`src/rtl/pueo_uram_reader.sv`:
```
// pueo_uram_reader: streams RDLEN wrapped URAM words per trigger through a credit-limited FIFO to AXI4-Stream.
// PUEO_URAM_RD_HEADER_EN prefixes each readout with a header word {A5, seq, start address}.
module pueo_uram_reader #(
    parameter int DATA_W     = 72,
    parameter int ADDRLEN    = 14,
    parameter int RDLEN      = 1024,
    parameter int RD_LAT     = 3,
    parameter int FIFO_DEPTH = 8
) (
    input  logic               memclk,
    input  logic               memclk_rst_i,
    input  logic               trig_i,
    input  logic [ADDRLEN-1:0] trig_addr_i,
    output logic               busy_o,
    output logic               done_o,
    output logic               trig_lost_o,
    output logic               uram_en_o,
    output logic [ADDRLEN-1:0] uram_addr_o,
    input  logic [DATA_W-1:0]  uram_dat_i,
    output logic [DATA_W-1:0]  m_axis_tdata,
    output logic               m_axis_tvalid,
    input  logic               m_axis_tready,
    output logic               m_axis_tlast
);
    localparam int CW = ADDRLEN + 1;
    localparam int PW = $clog2(FIFO_DEPTH);
    localparam int UW = PW + 1;
`ifdef PUEO_URAM_RD_HEADER_EN
    localparam int HDR = 1;
`else
    localparam int HDR = 0;
`endif
    localparam logic [CW-1:0] LEN   = CW'(RDLEN);
    localparam logic [CW-1:0] TOT   = CW'(RDLEN + HDR);
    localparam logic [UW-1:0] DEPTH = UW'(FIFO_DEPTH);

    typedef enum logic [1:0] {IDLE, READ, DRAIN} state_t;

    state_t              state;
    logic [ADDRLEN-1:0]  addr;
    logic [CW-1:0]       iss_cnt, acc_cnt;
    logic [UW-1:0]       used, wp, rp;
    logic [RD_LAT-1:0]   vld, lst;
    logic [DATA_W:0]     mem [FIFO_DEPTH];
    logic [DATA_W:0]     din, rd;
    logic [DATA_W-1:0]   hdr;
    logic                hdr_wr, issue, fifo_wr, pop, empty;

`ifdef PUEO_URAM_RD_HEADER_EN
    logic        hdr_pend;
    logic [15:0] seq;
    always_comb begin
        hdr = '0;
        hdr[DATA_W-1 -: 8] = 8'hA5;
        hdr[ADDRLEN +: 16] = seq;
        hdr[ADDRLEN-1:0] = addr;
    end
    assign hdr_wr = state == READ && hdr_pend;
    always_ff @(posedge memclk or posedge memclk_rst_i) begin
        if (memclk_rst_i) begin
            hdr_pend <= 1'b0;
            seq <= '0;
        end else begin
            hdr_pend <= state == IDLE ? trig_i : hdr_pend && !hdr_wr;
            seq <= seq + 16'(done_o);
        end
    end
`else
    assign hdr = '0;
    assign hdr_wr = 1'b0;
`endif

    // used = reads in flight + FIFO occupancy, so every issued read has a slot waiting
    assign issue   = state == READ && used + UW'(hdr_wr) < DEPTH;
    assign fifo_wr = vld[RD_LAT-1] | hdr_wr;
    assign din     = {lst[RD_LAT-1], vld[RD_LAT-1] ? uram_dat_i : hdr};
    assign empty   = wp == rp;
    assign pop     = m_axis_tvalid && m_axis_tready;

    assign busy_o        = state != IDLE;
    assign done_o        = state == DRAIN && acc_cnt == TOT;
    assign uram_en_o     = issue;
    assign uram_addr_o   = addr;
    assign m_axis_tvalid = !empty;

    always_comb begin
        rd = mem[rp[PW-1:0]];
        m_axis_tdata = empty ? '0 : rd[DATA_W-1:0];
        m_axis_tlast = !empty && rd[DATA_W];
    end

    always_ff @(posedge memclk) begin
        if (fifo_wr) mem[wp[PW-1:0]] <= din;
    end

    always_ff @(posedge memclk or posedge memclk_rst_i) begin
        if (memclk_rst_i) begin
            state       <= IDLE;
            addr        <= '0;
            iss_cnt     <= '0;
            acc_cnt     <= '0;
            trig_lost_o <= 1'b0;
            vld         <= '0;
            lst         <= '0;
            wp          <= '0;
            rp          <= '0;
            used        <= '0;
        end else begin
            trig_lost_o <= trig_i && state != IDLE;
            vld         <= (vld << 1) | RD_LAT'(issue);
            lst         <= (lst << 1) | RD_LAT'(issue && iss_cnt == LEN - 1'b1);
            wp          <= wp + UW'(fifo_wr);
            rp          <= rp + UW'(pop);
            used        <= used + UW'(issue) + UW'(hdr_wr) - UW'(pop);
            acc_cnt     <= acc_cnt + CW'(pop);
            if (issue) begin
                addr    <= addr + 1'b1;
                iss_cnt <= iss_cnt + 1'b1;
            end
            case (state)
                IDLE: if (trig_i) begin
                    state   <= READ;
                    addr    <= trig_addr_i;
                    iss_cnt <= '0;
                    acc_cnt <= '0;
                end
                READ:    if (issue && iss_cnt == LEN - 1'b1) state <= DRAIN;
                DRAIN:   if (acc_cnt == TOT) state <= IDLE;
                default: state <= IDLE;
            endcase
        end
    end

    a_no_overflow: assert property (@(posedge memclk) disable iff (memclk_rst_i) UW'(wp - rp) <= DEPTH);
endmodule

```
`config.mk`:
```
export PLATFORM = sky130hd
export DESIGN_NAME = pueo_uram_reader
export DESIGN_NICKNAME = d
export VERILOG_FILES = /design/src/rtl/pueo_uram_reader.sv
export SDC_FILE = /design/constraint.sdc
export NUM_CORES = 1
export LEC_CHECK = 0
export CAP_MARGIN = 20
export CELL_PAD_IN_SITES_DETAIL_PLACEMENT = 1
export CELL_PAD_IN_SITES_GLOBAL_PLACEMENT = 2
export CORE_AREA = 2 2 190 286
export CTS_CLUSTER_SIZE = 20
export DETAILED_ROUTE_END_ITERATION = 8
export DIE_AREA = 0 0 192 288
export PLACE_DENSITY_LB_ADDON = 0.1
export SKIP_CTS_REPAIR_TIMING = 1
export SLEW_MARGIN = 25
export SYNTH_ARGS = -nofsm -noshare
export SYNTH_HDL_FRONTEND = slang
export SYNTH_SLANG_ARGS = --single-unit
```
`constraint.sdc`:
```
create_clock -name memclk -period 15.8 [get_ports memclk]
set_input_delay 3.16 -clock memclk [delete_from_list [all_inputs] [get_ports memclk]]
set_output_delay 3.16 -clock memclk [all_outputs]
set_load 0.05 [all_outputs]
```
==> results of run 1 <==
placed cells by master (no fill, tap or decap), types with 4 or more instances in the layout:
cell               n
nor4_1            11
clkbuf_16         59
buf_4             23
clkinvlp_4         6
o21ai_0           13
clkbuf_1           6
inv_1             17
or3_1              6
edfxtp_1         584
and2_1            75
xor2_1            16
bufinv_16         12
clkinv_1           4
nand4_1           13
nor3_1            10
mux4_2           146
nor2_1           100
nand2_1           26
nand2b_1           4
nand3_1           12
ha_1              12
nor2_4             6
clkinv_2          13
clkbuf_8           4
dfrtp_1           61
clkdlybuf4s50_1  181
xnor2_1           27
a21oi_1            8
mux2i_1           73
area by class of cell:
| class | instances | area [um2] |
|---|---|---|
| timing repair buffer | 209 | 2090 |
| clock buffer | 69 | 1550 |
| clock inverter | 37 | 503 |
| tap | 689 | 862 |
| inverter | 19 | 71.3 |
| multi-input combinational | 591 | 6250 |
| fill | 4666 | 22600 |
| sequential | 649 | 19200 |
worst reg2reg max path: cells and delay by family, from the launching register on:
| kind | cells | cell delay [ns] |
|---|---|---|
| AND/OR/NAND/NOR | 2 | 0.50 |
| flip-flops | 1 | 0.44 |
| XOR/XNOR | 2 | 0.39 |
| adder cells (fa/ha/maj) | 3 | 0.86 |
| buffers and inverters | 5 | 1.50 |
cell families after synthesis:
family	Yosys count	share of synthesized area, %
adders and majority gates	13	0.662
DFF	649	74.6
xor gates and xnor gates	43	1.47
buffers and inverters	87	1.35
AOI/OAI and AO/OA	33	0.726
and+or+nand+nor	283	5.57
muxes	219	15.6
sequential cells by signal, summed over array words and instances (netlist names):
register	count
vld	3
rp	4
iss_cnt	15
trig_lost_o	1
used	4
state	2
uram_addr_o	14
acc_cnt	15
mem	584
lst	3
wp	4
final timing paths:
check	start	end	slack, ns	depth (start not counted)
max	rp[1]	m_axis_tdata[0]	8.34	6
min	vld[1]	vld[2]	0.34	0
max reg2reg	rp[0]	used[2]	11.99	12
min reg2reg	vld[1]	vld[2]	0.34	0
max in group asynchronous	memclk_rst_i	rp[0]	11.98	3
min in group asynchronous	memclk_rst_i	uram_addr_o[9]	3.13	3
cell usage after synthesis (all sizes together), types with 3 or more instances:
master / n / area, um2
nor4: 12 / 75.1
nand3: 12 / 60.1
xnor2: 27 / 236
o21ai: 16 / 80.1
or3: 6 / 37.5
nand4: 13 / 81.3
nor3: 12 / 60.1
and2: 75 / 469
a21oi: 8 / 40.0
mux4: 146 / 3290
mux2i: 73 / 731
or2: 3 / 18.8
or4: 3 / 22.5
nand2b: 4 / 25.0
o31ai: 3 / 22.5
a31oi: 3 / 18.8
nand2: 26 / 97.6
ha: 12 / 150
inv: 19 / 71.3
clkbuf: 47 / 176
buf: 21 / 100
xor2: 16 / 140
dfrtp: 65 / 1630
edfxtp: 584 / 17500
and3: 3 / 18.8
nor2: 107 / 402
report_power, final:
group          internal (mW)  switching, mW  total, mW
Sequential              2.38          0.180       2.56
Combinational           1.08           1.90       2.98
Clock                  0.897          0.616       1.51
Total                   4.36           2.70       7.06
per-stage QoR:
step	total power, mW	std cells	instance area [um2]
finish	7.06	2263	30500
global route	7.39	2263	30500
detailed placement	5.61	2154	28400
floorplan	4.60	1327	25700
global placement	5.55	2154	28400
CTS	7.14	2260	30400
layer usage:
layer | vias up | part of all wire (%) | GRT usage [%] | wire length [um]
met5 | - | 0.018 | 0 | 10
met1 | 6772 | 40 | 27.3 | 22700
met3 | 68 | 4.1 | 2.82 | 2310
met2 | 277 | 54 | 38.6 | 30700
met4 | 2 | 1.8 | 4.98 | 1030
li1 | 5641 | - | - | -
==> impl_results.md, run 1 <==
- Final period util: 47.2%
- Synthesis warning total: 0
- IO Count: 182
- Syn Nets: 1430
- CTS tree: built
- Hold_ws: 0.344 ns
- H-tree levels: 2
- Total gr overflow: 0
- Antenna violations before repair: 1
- Die height: 288 um
- CTS Buf Count: 57
- Seq/Total Area, Yosys: 74.6%
- Crit path max fanout: 67
- Async set-reset flop share out of synthesis: 10.0%
- Wire per inst: 25.1 um
- Slew Limit Fails: 0
- Setup repair after global routing missed its margin: no
- Initial drt markers: 728
- Pin count of the biggest net entering global routing: 102
- Crit path largest cell delay: 0.86 ns
- Clk_lat worst skew: 0.60 ns
- First-pass GRT wire length: 86900 um
- Critical Path Start Type: register
- WL final: 56800 um
- Post-Syn Instances: 1327
- Clock root buffer master: clkbuf_16
- Final Core Density: 57.5%
- Final GP Congestion: 0.720
- Buffers on Ports: 181
- CP max stage cell: clkdlybuf4s50_1
- Post-detail-place hpwl: 31100 um
- Maximum clock rate: 0.134 GHz
- Synth cell types: 39
- Core area: 0.0531 mm2
- Worst IR Drop VDD: 0.000194 V
- Synth Flop Type: edfxtp_1
- Max Cap Viol: 0
- Netlist area before placement: 0.0257 mm2
- Clock Skew: 0.0167 ns
- Critical Path Sink Type: output pin
- Status: finished, final reports clean
- Worst endpoint required time: 12.64 ns
- Vias in the first global route: 14.1k
- Post-synth EDFFs: 584
- Diode count: 0
- Final TNS setup: 0 ns
- Critical path, cell by cell: buf_6 > buf_4 > mux4_2 > mux2i_1 > nor2_1 > clkdlybuf4s50_1
- Post-layout min period: 7.46 ns
- Antenna Nets Post-Route: 0
- Worst EP arrival: 4.30 ns
- Worst hold path type: register to register
- # DRC: 0
- Initial core utilization: 48.4%
- Nets@finish: 1630
- Total track usage: 21.3%
- FP Rows: 104
- Seq cells post-synth: 649
- TritonRoute pass-1 iters: 4
- Pwr Density: 231 mW/mm2
- Area grow syn2layout: 18.7%
- Pleak: 10.3 nW
- Family with the most delay on the worst path: buffers and inverters
- Clock slew at reported path FFs: 0.07 ns
- CP Class: register to output pin
- Placement Setup Slack: 8.58 ns
- Final setup viols: 0
- Fraction of layout cells with a size suffix above 1: 18.3%
- Vias per cell: 5.64
- Chip Width: 192 um
- CP Buf/Inv Count: 3
- Max-slew headroom: 33.6%
- Post-route setup slack: 8.34 ns
- Worst slew pin tran: 0.996 ns
- Syn avg cell area: 19.4 um2
- Die ar.: 0.0553 mm2
- Max clock buf depth: 3
- Sink Count: 649
- Final hold vios: 0
- Vias: 12.8k
No activity file was read; power rests on OpenSTA's default activity.
==> run 2, diff against run 1 <==
--- a/config.mk
+++ b/config.mk
@@ -8,10 +8,10 @@
 export CAP_MARGIN = 20
 export CELL_PAD_IN_SITES_DETAIL_PLACEMENT = 1
 export CELL_PAD_IN_SITES_GLOBAL_PLACEMENT = 2
-export CORE_AREA = 2 2 190 286
+export CORE_AREA = 2 2 199 298
 export CTS_CLUSTER_SIZE = 20
 export DETAILED_ROUTE_END_ITERATION = 8
-export DIE_AREA = 0 0 192 288
+export DIE_AREA = 0 0 201 300
 export PLACE_DENSITY_LB_ADDON = 0.1
 export SKIP_CTS_REPAIR_TIMING = 1
 export SLEW_MARGIN = 25
==> constraint.sdc (replaced) <==
create_clock -name memclk -period 7.15 [get_ports memclk]
set_input_delay 1.43 -clock memclk [delete_from_list [all_inputs] [get_ports memclk]]
set_output_delay 1.43 -clock memclk [all_outputs]
set_load 0.05 [all_outputs]
==> run 2 against run 1 <==
Effect of this change: register-to-register slack worse by 8.5 ns; total power up 120%; first-iteration DRC count down 15%; routed wire length up 0.25%; sequential power up 120%; final cell count up 3.3%; global-route usage down 2.0 points; critical endpoint is now m_axis_tdata[69]; largest power group unchanged.
==> impl_results.md, run 2 (same netlist as run 1, synthesis figures left out) <==
- # DRC: 0
- Worst IR Drop VDD: 0.000330 V
- Max-slew headroom: 30.5%
- FP Rows: 108
- Total gr overflow: 0
- Flip-flop count of the largest register after layout: 584
- Crit path largest cell delay: 0.96 ns
- Vias in the first global route: 14.3k
- Hold_ws: 0.353 ns
- Initial drt markers: 617
- CP Class: register to output pin
- WL final: 56900 um
- IO Count: 182
- Post-detail-place hpwl: 31100 um
- Vias per cell: 5.44
- Core area: 0.0577 mm2
- Switching Share: 39.0%
- Wire per inst: 24.4 um
- Final GP Congestion: 0.701
- Max Cap Viol: 0
- Worst slew pin tran: 1.04 ns
- CP Buf/Inv Count: 2
- Chip Width: 201 um
- Sink Count: 649
- Clock network fraction of total power: 19.9%
- Internal: 9.31 mW
- First-pass GRT wire length: 87900 um
- Pwr Density: 503 mW/mm2
- Max clock buf depth: 3
- TritonRoute pass-1 iters: 5
- Slew Limit Fails: 0
- Combinational group share of total power: 42.4%
- Total track usage: 19.4%
- Worst hold path type: register to register
- Maximum clock rate: 0.190 GHz
- Pin count of the biggest net entering global routing: 101
- Fraction of layout cells with a size suffix above 1: 17.2%
- Flop pwr share: 37.7%
- CTS tree: built
- Final TNS setup: 0 ns
- Antenna violations before repair: 3
- Vias: 12.7k
- Family with the most delay on the worst path: buffers and inverters
- Final period util: 73.5%
- Worst endpoint required time: 5.72 ns
- Die height: 300 um
- H-tree levels: 2
- Worst EP arrival: 3.82 ns
- Clock Skew: 0.0158 ns
- Post-layout min period: 5.25 ns
- Critical path, cell by cell: buf_12 > mux4_2 > mux2i_1 > nor2_1 > clkdlybuf4s50_1
- Pleak: 10.2 nW
- Nets@finish: 1628
- Critical Path Start Type: register
- Most frequent cells in the layout: 584 x edfxtp_1, 181 x clkdlybuf4s50_1, 146 x mux4_2
- Crit path max fanout: 100
- Total net switching power: 5.95 mW
- Layout fillers: 5245
- Final hold vios: 0
- Setup repair after global routing missed its margin: no
- CP max stage cell: dfrtp_4
- Buffers on Ports: 181
- Antenna Nets Post-Route: 0
- Die ar.: 0.0603 mm2
- Total power draw: 15.3 mW
- Area grow syn2layout: 18.0%
- Initial core utilization: 44.5%
- Status: finished, final reports clean
- Clk_lat worst skew: 0.62 ns
- Commonest non-fill, non-tap cell in the layout: edfxtp_1
- Critical Path Sink Type: output pin
- CTS Buf Count: 59
- Final setup viols: 0
- Clock slew at reported path FFs: 0.07 ns
- Clock root buffer master: clkbuf_16
-- run 2: changes by cell type in the layout (fill, tap and decap cells not counted), sizes merged --
cell | previous run | this run
buf | 28 | 24
bufinv | 12 | 4
clkbuf | 69 | 76
clkinv | 18 | 20
clkinvlp | 6 | 2
diode | 0 | 1
-- run 2: final cells by class --
cell class	count	area, um2	area share, %
flip-flops and latches	649	19200	63.2
multi-input cells	591	6250	20.6
repair buffers	205	2030	6.71
clock buffers	76	1580	5.22
well taps	770	963	3.18
clock inverters	27	245	0.809
inverters	19	71.3	0.235
diodes	1	2.50	0.00825
-- run 2: metrics by stage --
stage | instance area, um2 | utilization (%) | instances | worst slack [ns]
after floorplan | 25700 | - | 1327 | 0.871
after global placement | 28500 | 49.4 | 2234 | 2.35
after detailed placement | 28500 | 49.4 | 2234 | 2.36
after CTS | 30300 | 52.5 | 2337 | 1.69
after global routing | 30300 | 52.5 | 2338 | 1.74
final | 30300 | 52.5 | 2338 | 1.90
-- run 2: layer usage --
metal  track usage [%]  wire (um)
met5                 0         13
met3              3.20       2330
met4              5.75       1530
met1              24.6      23600
met2              34.3      29400
-- run 2: power by group through the flow --
stage / clock network (mW) / registers [mW] / logic [mW]
final: 3.03 / 5.75 / 6.47
after global routing: 3.24 / 5.85 / 6.90
after CTS: 3.12 / 5.77 / 6.63
after detailed placement: 0 / 5.84 / 6.60
after global placement: 0 / 5.79 / 6.54
after floorplan: 0 / 5.72 / 4.44
-- run 2: worst paths after layout --
check                                  start          endpoint  slack (ns)  depth (start not counted)
worst min-delay path                  vld[0]            vld[1]        0.35                          0
max in group asynchronous       memclk_rst_i             rp[0]        5.10                          3
worst max-delay path                   rp[1]  m_axis_tdata[69]        1.90                          5
worst min register to register        vld[0]            vld[1]        0.35                          0
worst max register to register         rp[2]           used[1]        3.47                         10
min in group asynchronous       memclk_rst_i   uram_addr_o[12]        1.38                          3
==> run 3, diff against run 2 <==
--- a/config.mk
+++ b/config.mk
@@ -8,10 +8,10 @@
 export CAP_MARGIN = 20
 export CELL_PAD_IN_SITES_DETAIL_PLACEMENT = 1
 export CELL_PAD_IN_SITES_GLOBAL_PLACEMENT = 2
-export CORE_AREA = 2 2 199 298
+export CORE_AREA = 2 2 208 312
 export CTS_CLUSTER_SIZE = 20
 export DETAILED_ROUTE_END_ITERATION = 8
-export DIE_AREA = 0 0 201 300
+export DIE_AREA = 0 0 210 314
 export PLACE_DENSITY_LB_ADDON = 0.1
 export SKIP_CTS_REPAIR_TIMING = 1
 export SLEW_MARGIN = 25
==> constraint.sdc (replaced) <==
create_clock -name memclk -period 4.3 [get_ports memclk]
set_input_delay 0.86 -clock memclk [delete_from_list [all_inputs] [get_ports memclk]]
set_output_delay 0.86 -clock memclk [all_outputs]
set_load 0.05 [all_outputs]
==> run 3 against run 2 <==
Effect of this change: setup slack got worse by 1.6 ns; design area increased by 0.57%; non-clock buffer count increased by 11; global-route usage decreased by 1.0 points; sequential share of layout area decreased by 0.36 points; critical path type unchanged; largest power group unchanged.
==> impl_results.md, run 3 (same netlist as run 1, synthesis figures left out) <==
- Status: finished, final reports clean
- Diode count: 0
- Flip-flop count of the largest register after layout: 584
- Reg2Reg Depth: 10
- Final period util: 93.5%
- Critical Path Sink Type: output pin
- Worst EP arrival: 3.16 ns
- Clock slew at reported path FFs: 0.07 ns
- M2 GR Usage: 33.2%
- Core area: 0.0632 mm2
- Vias: 12.7k
- RR Startpoint: rp[1]
- Design area: 0.0305 mm2
- Busiest layer in global routing: met2
- Max-slew headroom: 40.0%
- Area grow syn2layout: 18.7%
- R2R setup slack: 1.22 ns
- CTS tree: built
- Slew Limit Fails: 0
- Sink Count: 649
- H-tree levels: 2
- Worst hold path type: register to register
- Final GP Congestion: 0.698
- Hold endpoint: lst[1]
- Maximum clock rate: 0.249 GHz
- Wire per inst: 24.6 um
- Nets@finish: 1638
- Hold path cells: 0
- Met1 Use GR: 23.6%
- Most frequent cells in the layout: 584 x edfxtp_1, 148 x clkdlybuf4s50_1, 146 x mux4_2
- Flop pwr share: 36.7%
- Clock network fraction of total power: 19.8%
- Die ar.: 0.0659 mm2
- Pleak: 10.3 nW
- Antenna violations before repair: 0
- DP Area: 0.0287 mm2
- Worst endpoint required time: 3.44 ns
- Critical path, cell by cell: buf_12 > mux4_2 > mux2i_1 > nor2_1 > clkdlybuf4s50_1
- CP Class: register to output pin
- Initial core utilization: 40.7%
- CP max stage cell: clkdlybuf4s50_1
- Setup repair after global routing missed its margin: no
- Clock root buffer master: clkbuf_16
- WL final: 58700 um
- Max clock buf depth: 3
- Final setup viols: 0
- Total track usage: 18.3%
- Clock Skew: 0.0120 ns
- FP Rows: 113
- # DRC: 0
- Vias per cell: 5.31
- Pwr Density: 833 mW/mm2
- Crit path max fanout: 72
- Internal: 15.4 mW
- Fraction of layout cells with a size suffix above 1: 19.8%
- TritonRoute pass-1 iters: 5
- Worst IR Drop VDD: 0.000629 V
- Pin count of the biggest net entering global routing: 73
- Crit path largest cell delay: 0.71 ns
- Post-detail-place hpwl: 33000 um
- Buffers on Ports: 181
- Total gr overflow: 0
- Critical Path Start Type: register
- Switching Share: 39.2%
- Vias in the first global route: 14.3k
- Antenna Nets Post-Route: 0
- Met3 Use GR: 2.38%
- Combinational group share of total power: 43.6%
- Post-layout min period: 4.02 ns
- Final hold vios: 0
- Worst slew pin tran: 0.897 ns
- CTS Buf Count: 58
- Die height: 314 um
- Max Cap Viol: 0
- Initial drt markers: 676
- IO Count: 182
- Chip Width: 210 um
- Total net switching power: 9.96 mW
- Hold path startpoint: lst[0]
- First-pass GRT wire length: 90000 um
- Commonest non-fill, non-tap cell in the layout: edfxtp_1
- Final Core Density: 48.2%
- Worst flop-to-flop path endpoint: used[1]
- Clk_lat worst skew: 0.60 ns
-- run 3: power by group through the flow --
stage	Combinational [mW]	Sequential [mW]	Clock, mW
2_1_floorplan	7.39	9.50	0
3_3_place_gp	11.2	9.38	0
3_5_place_dp	11.3	9.46	0
4_1_cts	11.4	9.34	5.17
5_1_grt	11.8	9.45	5.36
6_report	11.1	9.31	5.02
-- run 3: metrics by stage --
| stage | TNS [ns] | power [mW] | setup slack, ns | std cells | hold WS (ns) |
|---|---|---|---|---|---|
| after global placement | 0 | 20.6 | 0.821 | 2280 | 0.335 |
| after global routing | 0 | 26.6 | 0.0957 | 2389 | 0.349 |
| final | 0 | 25.4 | 0.280 | 2389 | 0.349 |
| after detailed placement | 0 | 20.8 | 0.849 | 2280 | 0.337 |
| after CTS | 0 | 25.9 | 0.184 | 2389 | 0.347 |
| after floorplan | -4.49 | 16.9 | -0.0206 | 1327 | 0.331 |
-- run 3: layout make-up --
class	instances	area, um2
Inverter	19	71.3
Timing Repair Buffer	216	2140
Tap cell	805	1010
Multi-Input combinational cell	591	6260
Clock inverter	31	223
Clock buffer	78	1610
Fill cell	5821	32700
Sequential cell	649	19200
-- run 3: per-layer routing --
layer	wire, um	share of wire, %	vias up
met3	2040	3.5	60
met5	0	0	-
met2	30900	53	234
li1	-	-	5643
met4	910	1.5	0
met1	24900	42	6741
-- run 3: worst max-delay path: cells and delay by family, from the launching register on --
family / cells / cell delay [ns]
buffers and inverters: 2 / 1.13
muxes: 2 / 0.64
DFF: 1 / 0.63
and+or+nand+nor: 1 / 0.07
-- run 3: how the worst max path moves through the flow --
| stage | cells past startpoint | end | start | slack (ns) |
|---|---|---|---|---|
| after global routing | 5 | m_axis_tdata[0] | rp[0] | 0.1 |
| after floorplan | 3 | mem[7][0] | vld[2] | -0.02 |
| after global placement | 5 | m_axis_tdata[0] | rp[1] | 0.82 |
| final | 5 | m_axis_tdata[2] | rp[1] | 0.28 |
| after CTS | 5 | m_axis_tlast | rp[1] | 0.18 |
| after detailed placement | 5 | m_axis_tlast | rp[1] | 0.85 |
